$ cat config.mk
export PLATFORM = sky130hd
export DESIGN_NAME = vs_codec_spi_ctrl
export DESIGN_NICKNAME = d
export VERILOG_FILES = /design/src/rtl/vs_codec_pkg.sv /design/src/rtl/vs_spi_shifter.sv /design/src/rtl/vs_codec_spi_ctrl.sv
export SDC_FILE = /design/constraint.sdc
export NUM_CORES = 1
export LEC_CHECK = 0
export CAP_MARGIN = 5
export CORE_MARGIN = 1.5
export CORE_UTILIZATION = 45
export CTS_CLUSTER_DIAMETER = 150
export DETAILED_ROUTE_END_ITERATION = 7
export PLACE_DENSITY = 0.65
export SYNTH_ARGS = -nofsm -noshare
export SYNTH_HDL_FRONTEND = slang
export SYNTH_HIERARCHICAL = 1
export SYNTH_SLANG_ARGS = --single-unit
$ cat constraint.sdc
create_clock -name CLK -period 8.2 [get_ports CLK]
set_input_delay 2.46 -clock CLK [delete_from_list [all_inputs] [get_ports CLK]]
set_output_delay 2.46 -clock CLK [all_outputs]
set_load 0.02 [all_outputs]
$ cat src/rtl/vs_codec_pkg.sv
// Shared types and constants for the VS10xx SPI controller.
package vs_codec_pkg;

   // Controller states. INIT waits for DREQ before each init word;
   // INIT_SCI shifts that word out.
   typedef enum logic [2:0] {
      ST_HW_RST,
      ST_BOOT,
      ST_INIT,
      ST_INIT_SCI,
      ST_IDLE,
      ST_SCI,
      ST_SDI
   } state_t;

   localparam logic [7:0] SCI_WRITE  = 8'h02;
   localparam logic [7:0] SCI_MODE   = 8'h00;
   localparam logic [7:0] SCI_CLOCKF = 8'h03;
   localparam logic [7:0] SCI_VOL    = 8'h0B;

   localparam int INIT_N_DEFAULT = 4;

   // Command 0 sits in the MSBs.
   localparam logic [INIT_N_DEFAULT*32-1:0] INIT_CMDS_DEFAULT = {
      32'h02000804,
      32'h02000804,
      32'h020BE0E0,
      32'h02000800
   };

   // Build a 32-bit SCI write frame: opcode, register address, 16-bit value.
   function automatic logic [31:0] sci_write(input logic [7:0] addr, input logic [15:0] data);
      return {SCI_WRITE, addr, data};
   endfunction

endpackage

$ cat src/rtl/vs_spi_shifter.sv
// SPI mode-0 shifter shared by the SCI and SDI paths: MSB-first, variable
// length, SCLK half-period of CLK_DIV cycles, one trailing half-period of
// hold before done.
module vs_spi_shifter #(
   parameter int CLK_DIV = 50
) (
   input  logic        clk,
   input  logic        rst_n,
   input  logic        abort,
   input  logic        start,
   input  logic [31:0] data,
   input  logic [5:0]  len,
   output logic        sclk,
   output logic        mosi,
   output logic        done
);

   localparam int CW = (CLK_DIV > 1) ? $clog2(CLK_DIV) : 1;
   localparam logic [CW-1:0] HALF_LAST = CW'(CLK_DIV - 1);

   logic [CW-1:0] cnt_q;
   logic [5:0]    bit_q;
   logic [5:0]    len_q;
   logic [31:0]   sreg_q;
   logic          sclk_q;
   logic          active_q;
   logic          half_end;

   assign half_end = active_q && (cnt_q == HALF_LAST);
   // done fires in the last cycle of the trailing hold half-period, so the
   // caller can release the select on the same edge.
   assign done     = half_end && (bit_q == len_q);
   assign sclk     = sclk_q;
   assign mosi     = sreg_q[31];

   // Half-period timing, SCLK toggling and MSB-first shifting.
   always_ff @(posedge clk or negedge rst_n) begin
      if (!rst_n) begin
         cnt_q    <= '0;
         bit_q    <= '0;
         len_q    <= '0;
         sreg_q   <= '0;
         sclk_q   <= 1'b0;
         active_q <= 1'b0;
      end else if (abort) begin
         cnt_q    <= '0;
         bit_q    <= '0;
         sreg_q   <= '0;
         sclk_q   <= 1'b0;
         active_q <= 1'b0;
      end else if (start) begin
         cnt_q    <= '0;
         bit_q    <= '0;
         len_q    <= len;
         sreg_q   <= data;
         sclk_q   <= 1'b0;
         active_q <= 1'b1;
      end else if (active_q) begin
         if (half_end) begin
            cnt_q <= '0;
            if (bit_q == len_q) begin
               active_q <= 1'b0;
               sreg_q   <= '0;
            end else if (!sclk_q) begin
               sclk_q <= 1'b1;
            end else begin
               sclk_q <= 1'b0;
               bit_q  <= bit_q + 6'd1;
               // The last bit is held through the trailing half-period.
               if ((bit_q + 6'd1) != len_q) begin
                  sreg_q <= {sreg_q[30:0], 1'b0};
               end
            end
         end else begin
            cnt_q <= cnt_q + CW'(1);
         end
      end
   end

endmodule

$ cat src/rtl/vs_codec_spi_ctrl.sv
// VS10xx SPI master: hardware reset, boot wait, SCI init sequence, then
// SDI audio streaming with volume rewrites taking priority.
module vs_codec_spi_ctrl
   import vs_codec_pkg::*;
#(
   parameter int                     CLK_DIV    = 50,
   parameter int                     SDI_WORD_W = 32,
   parameter int                     INIT_N     = INIT_N_DEFAULT,
   parameter logic [INIT_N*32-1:0]   INIT_CMDS  = INIT_CMDS_DEFAULT,
   parameter int                     RST_HOLD   = 1000000
) (
   input  logic                  CLK,
   input  logic                  RST,
   input  logic                  restart,
   input  logic [15:0]           vol,
   input  logic [SDI_WORD_W-1:0] sdi_data,
   input  logic                  sdi_valid,
   output logic                  sdi_ready,
   output logic                  MP3_RST,
   output logic                  MP3_CS,
   output logic                  MP3_DCS,
   output logic                  MP3_SCLK,
   output logic                  MP3_MOSI,
   input  logic                  MP3_DREQ,
   output logic                  init_done,
   output logic                  busy
);

   localparam int IW = (INIT_N > 1) ? $clog2(INIT_N) : 1;

   state_t        state_q, state_d;
   logic [31:0]   rst_cnt_q, rst_cnt_d;
   logic [IW-1:0] init_idx_q, init_idx_d;
   logic          mp3_rst_q, mp3_rst_d;
   logic          cs_q, cs_d;
   logic          dcs_q, dcs_d;
   logic          init_done_q, init_done_d;
   logic          vol_pend_q, vol_pend_d;
   logic [15:0]   last_vol_q, last_vol_d;
   logic          dreq_m, dreq_s;

   logic          sh_start;
   logic [31:0]   sh_data;
   logic [5:0]    sh_len;
   logic          sh_done;
   logic [31:0]   sdi_aligned;
   logic [31:0]   init_rom [INIT_N];

   for (genvar g = 0; g < INIT_N; g++) begin : g_rom
      assign init_rom[g] = INIT_CMDS[(INIT_N-1-g)*32 +: 32];
   end

   // SDI words are left-aligned so the shifter always starts at bit 31.
   assign sdi_aligned = 32'(sdi_data) << (32 - SDI_WORD_W);

   assign MP3_RST   = mp3_rst_q;
   assign MP3_CS    = cs_q;
   assign MP3_DCS   = dcs_q;
   assign init_done = init_done_q;
   assign busy      = !cs_q || !dcs_q;

   vs_spi_shifter #(
      .CLK_DIV (CLK_DIV)
   ) u_shifter (
      .clk   (CLK),
      .rst_n (RST),
      .abort (restart),
      .start (sh_start),
      .data  (sh_data),
      .len   (sh_len),
      .sclk  (MP3_SCLK),
      .mosi  (MP3_MOSI),
      .done  (sh_done)
   );

   // Two-flop synchroniser for the asynchronous DREQ pin.
   always_ff @(posedge CLK or negedge RST) begin
      if (!RST) begin
         dreq_m <= 1'b0;
         dreq_s <= 1'b0;
      end else begin
         dreq_m <= MP3_DREQ;
         dreq_s <= dreq_m;
      end
   end

   // State and registered control outputs.
   always_ff @(posedge CLK or negedge RST) begin
      if (!RST) begin
         state_q     <= ST_HW_RST;
         rst_cnt_q   <= '0;
         init_idx_q  <= '0;
         mp3_rst_q   <= 1'b0;
         cs_q        <= 1'b1;
         dcs_q       <= 1'b1;
         init_done_q <= 1'b0;
         vol_pend_q  <= 1'b0;
         last_vol_q  <= '0;
      end else begin
         state_q     <= state_d;
         rst_cnt_q   <= rst_cnt_d;
         init_idx_q  <= init_idx_d;
         mp3_rst_q   <= mp3_rst_d;
         cs_q        <= cs_d;
         dcs_q       <= dcs_d;
         init_done_q <= init_done_d;
         vol_pend_q  <= vol_pend_d;
         last_vol_q  <= last_vol_d;
      end
   end

   // Next-state logic, transfer launch and sdi_ready handshake.
   always_comb begin
      state_d     = state_q;
      rst_cnt_d   = rst_cnt_q;
      init_idx_d  = init_idx_q;
      mp3_rst_d   = mp3_rst_q;
      cs_d        = cs_q;
      dcs_d       = dcs_q;
      init_done_d = init_done_q;
      vol_pend_d  = vol_pend_q || (vol != last_vol_q);
      last_vol_d  = last_vol_q;
      sh_start    = 1'b0;
      sh_data     = '0;
      sh_len      = 6'd32;
      sdi_ready   = 1'b0;

      if (restart) begin
         // Abort wins over everything; the word in flight is dropped.
         state_d     = ST_HW_RST;
         rst_cnt_d   = '0;
         init_idx_d  = '0;
         mp3_rst_d   = 1'b0;
         cs_d        = 1'b1;
         dcs_d       = 1'b1;
         init_done_d = 1'b0;
         vol_pend_d  = 1'b0;
      end else begin
         unique case (state_q)
            ST_HW_RST: begin
               mp3_rst_d = 1'b0;
               if (rst_cnt_q >= 32'(RST_HOLD - 1)) begin
                  mp3_rst_d = 1'b1;
                  state_d   = ST_BOOT;
               end else begin
                  rst_cnt_d = rst_cnt_q + 32'd1;
               end
            end
            ST_BOOT: begin
               if (dreq_s) state_d = ST_INIT;
            end
            ST_INIT: begin
               if (dreq_s) begin
                  sh_start = 1'b1;
                  sh_data  = init_rom[init_idx_q];
                  cs_d     = 1'b0;
                  state_d  = ST_INIT_SCI;
               end
            end
            ST_INIT_SCI: begin
               if (sh_done) begin
                  cs_d = 1'b1;
                  if (init_idx_q == IW'(INIT_N - 1)) begin
                     init_idx_d  = '0;
                     init_done_d = 1'b1;
                     vol_pend_d  = 1'b1;
                     state_d     = ST_IDLE;
                  end else begin
                     init_idx_d = init_idx_q + IW'(1);
                     state_d    = ST_INIT;
                  end
               end
            end
            ST_IDLE: begin
               if (vol_pend_q && dreq_s) begin
                  // Capture the value actually sent; a later change re-arms the pending flag.
                  sh_start   = 1'b1;
                  sh_data    = sci_write(SCI_VOL, vol);
                  last_vol_d = vol;
                  vol_pend_d = 1'b0;
                  cs_d       = 1'b0;
                  state_d    = ST_SCI;
               end else if (dreq_s) begin
                  sdi_ready = 1'b1;
                  if (sdi_valid) begin
                     sh_start = 1'b1;
                     sh_data  = sdi_aligned;
                     sh_len   = 6'(SDI_WORD_W);
                     dcs_d    = 1'b0;
                     state_d  = ST_SDI;
                  end
               end
            end
            ST_SCI: begin
               if (sh_done) begin
                  cs_d    = 1'b1;
                  state_d = ST_IDLE;
               end
            end
            ST_SDI: begin
               if (sh_done) begin
                  dcs_d   = 1'b1;
                  state_d = ST_IDLE;
               end
            end
            default: state_d = ST_HW_RST;
         endcase
      end
   end

endmodule

==> flow_summary.html <==
<table>
<tr><th>Metric</th><th>Value</th></tr>
<tr><th colspan="2">Flow run</th></tr>
<tr><td>Max Cap Viol</td><td>0</td></tr>
<tr><th colspan="2">CTS</th></tr>
<tr><td>Clock Root Buffer</td><td>sky130_fd_sc_hd__clkbuf_16</td></tr>
<tr><td>TritonCTS clock tree</td><td>done</td></tr>
<tr><td>Clock latency on the worst-skew pair</td><td>0.35 ns</td></tr>
<tr><td>Sinks on the clock net</td><td>around 110</td></tr>
<tr><td>Number of levels the H-tree was split into</td><td>3</td></tr>
<tr><td>Number of buffers on the longest clock path</td><td>2</td></tr>
<tr><td>Cts bufs inserted</td><td>9</td></tr>
<tr><td>Hold buffers post-CTS</td><td>0</td></tr>
<tr><td>Clock transition at path regs</td><td>about 0.070 ns</td></tr>
<tr><td>Post-CTS resize count</td><td>0</td></tr>
<tr><td>Total setup buffers inserted after CTS</td><td>0</td></tr>
<tr><th colspan="2">Drt</th></tr>
<tr><td>Wl on met1</td><td>6.678 mm</td></tr>
<tr><td>DRT iter0 DRCs</td><td>295</td></tr>
<tr><td>Met3 layer wire length in the routed design</td><td>478 um</td></tr>
<tr><td>Via count normalized by instance count</td><td>5.643</td></tr>
<tr><td>Wire length reported by the detailed router</td><td>13.37 mm</td></tr>
<tr><td>Overall via count from detail_route</td><td>4554</td></tr>
<tr><td>Number of antenna-violating nets in the routed design</td><td>0</td></tr>
<tr><td>Length of routed met2 wiring</td><td>slightly above 6 mm</td></tr>
<tr><td>Drt pass-1 iters</td><td>5</td></tr>
<tr><td>Average wire per cell in the routed design</td><td>16.57 um</td></tr>
<tr><td>Count of unresolved DRC violations after routing</td><td>0</td></tr>
<tr><td>Highest routed layer</td><td>met4</td></tr>
<tr><th colspan="2">Critical path</th></tr>
<tr><td>Worst reg2reg startpoint</td><td>state_q[2]</td></tr>
<tr><td>Critical Path Start Type</td><td>input port</td></tr>
<tr><td>Worst Setup Path Type</td><td>in2out</td></tr>
<tr><td>Critical Path Sink Type</td><td>primary output</td></tr>
<tr><td>Start point of the critical path</td><td>restart</td></tr>
<tr><td>CP Max Fanout</td><td>2</td></tr>
<tr><td>Crit path DAT</td><td>roughly 3.5 ns</td></tr>
<tr><td>Worst Path Required</td><td>between 5 and 6 ns</td></tr>
<tr><th colspan="2">Finish</th></tr>
<tr><td>Layout-stage area growth over the synthesis result</td><td>14.91%</td></tr>
<tr><td>Net count reported at finish</td><td>686</td></tr>
<tr><td>Count of antenna diodes in the layout</td><td>0</td></tr>
<tr><td>Final core area utilization</td><td>53.60%</td></tr>
<tr><td>Final Instance Area</td><td>7183 um^2</td></tr>
<tr><td>Fraction of layout instances using a drive strength above 1</td><td>17.43%</td></tr>
<tr><td>Layout filler cell count</td><td>1173</td></tr>
<tr><th colspan="2">Place</th></tr>
<tr><td>Pre-CTS WS</td><td>between 2 and 2.5 ns</td></tr>
<tr><td>Routability congestion estimate</td><td>0.8603</td></tr>
<tr><td>Estimated wirelength of the detail-placed design</td><td>8.973 mm</td></tr>
<tr><td>Buffers on Ports</td><td>60</td></tr>
<tr><td>Placed cell area</td><td>between 6000 and 7000 um^2</td></tr>
<tr><th colspan="2">Synth</th></tr>
<tr><td>Synth warn</td><td>6</td></tr>
<tr><td>#FFs+latches synth</td><td>112</td></tr>
<tr><td>Commonest register cell after synthesis</td><td>sky130_fd_sc_hd__dfrtp_1</td></tr>
<tr><td>Number of enable flip-flop cells after synthesis</td><td>0</td></tr>
<tr><td>Synth async-reset ratio</td><td>100.0%</td></tr>
<tr><td>Top cell type's share of synthesized area</td><td>44.04%</td></tr>
<tr><td>Gate count of the mapped netlist</td><td>582</td></tr>
<tr><td>Number of different library cells in the post-synthesis netlist</td><td>63</td></tr>
<tr><td>Library cell occupying the most area in the post-synthesis netlist</td><td>sky130_fd_sc_hd__dfrtp_1</td></tr>
<tr><td>Sequential fraction of the synthesis area</td><td>44.88%</td></tr>
<tr><td>Most frequent cells after synthesis</td><td>sky130_fd_sc_hd__dfrtp_1, sky130_fd_sc_hd__nor2_1, sky130_fd_sc_hd__a21oi_1</td></tr>
<tr><td>Post-Synthesis Cell Area</td><td>6251 um^2</td></tr>
<tr><td>Per-instance average area after synthesis</td><td>roughly 11 um^2</td></tr>
<tr><td>Count leader, synth</td><td>sky130_fd_sc_hd__dfrtp_1</td></tr>
<tr><td>Top cells by area in the synthesized netlist</td><td>sky130_fd_sc_hd__dfrtp_1, sky130_fd_sc_hd__mux2_4, sky130_fd_sc_hd__mux2_2, sky130_fd_sc_hd__xor2_1, sky130_fd_sc_hd__nor2_1</td></tr>
<tr><th colspan="2">Floorplanning</th></tr>
<tr><td>Die extent in x</td><td>between 100 and 150 um</td></tr>
<tr><td>Die height</td><td>about 120 um</td></tr>
<tr><td>Initial Util</td><td>46.65%</td></tr>
<tr><td>Count of boundary I/O pins</td><td>61</td></tr>
<tr><td>Number of rows created at floorplan</td><td>42</td></tr>
<tr><td>Floorplan die area</td><td>14610 um^2</td></tr>
<tr><td>Core outline area</td><td>13400 um^2</td></tr>
<tr><th colspan="2">GRT</th></tr>
<tr><td>Antenna violations before repair</td><td>0</td></tr>
<tr><td>Global routing usage summed across all routing layers</td><td>19.04%</td></tr>
<tr><td>Via count of the first global-routing pass</td><td>4332</td></tr>
<tr><td>Largest net degree at the start of global routing</td><td>between 60 and 70</td></tr>
<tr><td>Gr ovfl total</td><td>0</td></tr>
<tr><td>First-pass GRT wire length</td><td>22.20 mm</td></tr>
<tr><th colspan="2">STA</th></tr>
<tr><td>Clk_skew</td><td>0.008100 ns</td></tr>
<tr><td>Minimum setup slack in the final design</td><td>2.265 ns</td></tr>
<tr><td>Final Slew Violations</td><td>0</td></tr>
<tr><td>RSZ-0062 raised after global routing</td><td>no</td></tr>
<tr><td>Relative slew margins</td><td>29.49%</td></tr>
<tr><td>Transition time at the pin with the least slew margin</td><td>roughly 1.1 ns</td></tr>
<tr><td>Post-route clock period utilization</td><td>72.38%</td></tr>
<tr><td>Setup-failing EPs final</td><td>0</td></tr>
<tr><td>Max frequency</td><td>168.5 MHz</td></tr>
<tr><td>Hold violation count in the final report</td><td>0</td></tr>
<tr><td>Final worst path period need</td><td>5.935 ns</td></tr>
<tr><td>Total Negative Setup Slacks</td><td>0 ns</td></tr>
<tr><th colspan="2">Pwr</th></tr>
<tr><td>Leak pwr</td><td>3.090 nW</td></tr>
<tr><td>Pwr Density</td><td>184.7 nW/um^2</td></tr>
<tr><td>Highest ir drop seen on vdd</td><td>0.0001295 V</td></tr>
<tr><th colspan="2">Status</th></tr>
<tr><td>Run status</td><td>completed</td></tr>
<tr><th colspan="2">Hold path</th></tr>
<tr><td>Origin of the worst min-delay path</td><td>dreq_m</td></tr>
<tr><td>Type of the tightest min-delay check</td><td>reg2reg</td></tr>
</table>
power breakdown:
part           internal (mW)  switching [mW]  total [mW]
clock network          0.213           0.210       0.424
registers              0.579          0.0367       0.616
logic                  0.108           0.180       0.288
worst max-delay path, stage by stage:
cell and delay (ns):
sky130_fd_sc_hd__buf_2 0.13, sky130_fd_sc_hd__nor3_1 0.23, sky130_fd_sc_hd__clkdlybuf4s50_1 0.65
flip-flops by register name, summed over array words and instances, names as in the netlist:
name / flops
dreq_s: 1
last_vol_q: 16
u_shifter/sreg_q: 32
rst_cnt_q: 32
u_shifter/len_q: 6
MP3_DCS: 1
state_q: 3
dreq_m: 1
u_shifter/sclk: 1
vol_pend_q: 1
u_shifter/cnt_q: 6
init_idx_q: 2
u_shifter/active_q: 1
MP3_CS: 1
MP3_RST: 1
u_shifter/bit_q: 6
init_done: 1
per-stage QoR:
stage | hold WS [ns] | power (mW) | cells
after floorplan | 0.3312 | 0.8377 | 586
after global placement | 0.3346 | 0.9061 | 791
after detailed placement | 0.3385 | 0.9137 | 791
after CTS | 0.3567 | 1.347 | 807
after global routing | 0.3594 | 1.407 | 807
final | 0.3535 | 1.327 | 807
placed cells by master (no fill, tap or decap), types with 12 or more instances in the layout:
cell type and count:
sky130_fd_sc_hd__nor2b_1 20, sky130_fd_sc_hd__and2_1 14, sky130_fd_sc_hd__mux2_2 28, sky130_fd_sc_hd__a21oi_1 32, sky130_fd_sc_hd__nor2_1 49, sky130_fd_sc_hd__o21ai_0 15
sky130_fd_sc_hd__a22o_1 15, sky130_fd_sc_hd__nor4_1 12, sky130_fd_sc_hd__mux2_4 29, sky130_fd_sc_hd__xor2_1 27, sky130_fd_sc_hd__nand2_1 19, sky130_fd_sc_hd__a22oi_1 14
sky130_fd_sc_hd__a22o_2 17, sky130_fd_sc_hd__inv_1 12, sky130_fd_sc_hd__nand4_1 14, sky130_fd_sc_hd__clkdlybuf4s50_1 58, sky130_fd_sc_hd__dfrtp_1 110
worst paths after layout:
| kind | end | slack [ns] | depth (start not counted) |
|---|---|---|---|
| min in group asynchronous | u_shifter/cnt_q[4] | 2.13 | 1 |
| worst max-delay path | sdi_ready | 2.26 | 3 |
| worst min-delay path | dreq_s | 0.35 | 0 |
| worst min register to register | dreq_s | 0.35 | 0 |
| worst max register to register | u_shifter/sreg_q[1] | 4.95 | 7 |
| max in group asynchronous | last_vol_q[0] | 4.86 | 2 |
cells by family (layout without fill, tap and decap cells):
family                     Yosys count  count (layout)  synth area share (%)
DFF                                112             112                 44.88
xor gates and xnor gates            34              34                 4.764
buffers and inverters               48              93                 4.303
muxes                               62              62                 12.81
other                                2               6                0.1201
and+or+nand+nor                    186             186                 16.39
AOI/OAI and AO/OA                  131             131                 15.33
adders and majority gates            7               7                 1.401
cell type report:
| type | instances | area [um^2] | area share (%) |
|---|---|---|---|
| clock buffer | 11 | 232.7 | 3.240 |
| multi-input combinational | 426 | 3198 | 44.52 |
| inverter | 12 | 45.04 | 0.6271 |
| tap | 176 | 220.2 | 3.066 |
| sequential | 112 | 2805 | 39.05 |
| timing repair buffer | 65 | 630.6 | 8.779 |
| clock inverter | 5 | 51.30 | 0.7142 |
metal layers:
layer	up-vias	GRT usage, %
met1	2238	27.95
met5	-	0
li1	2221	-
met4	0	4.706
met3	13	4.276
met2	82	28.59
Power figures use the tool's default switching activity.
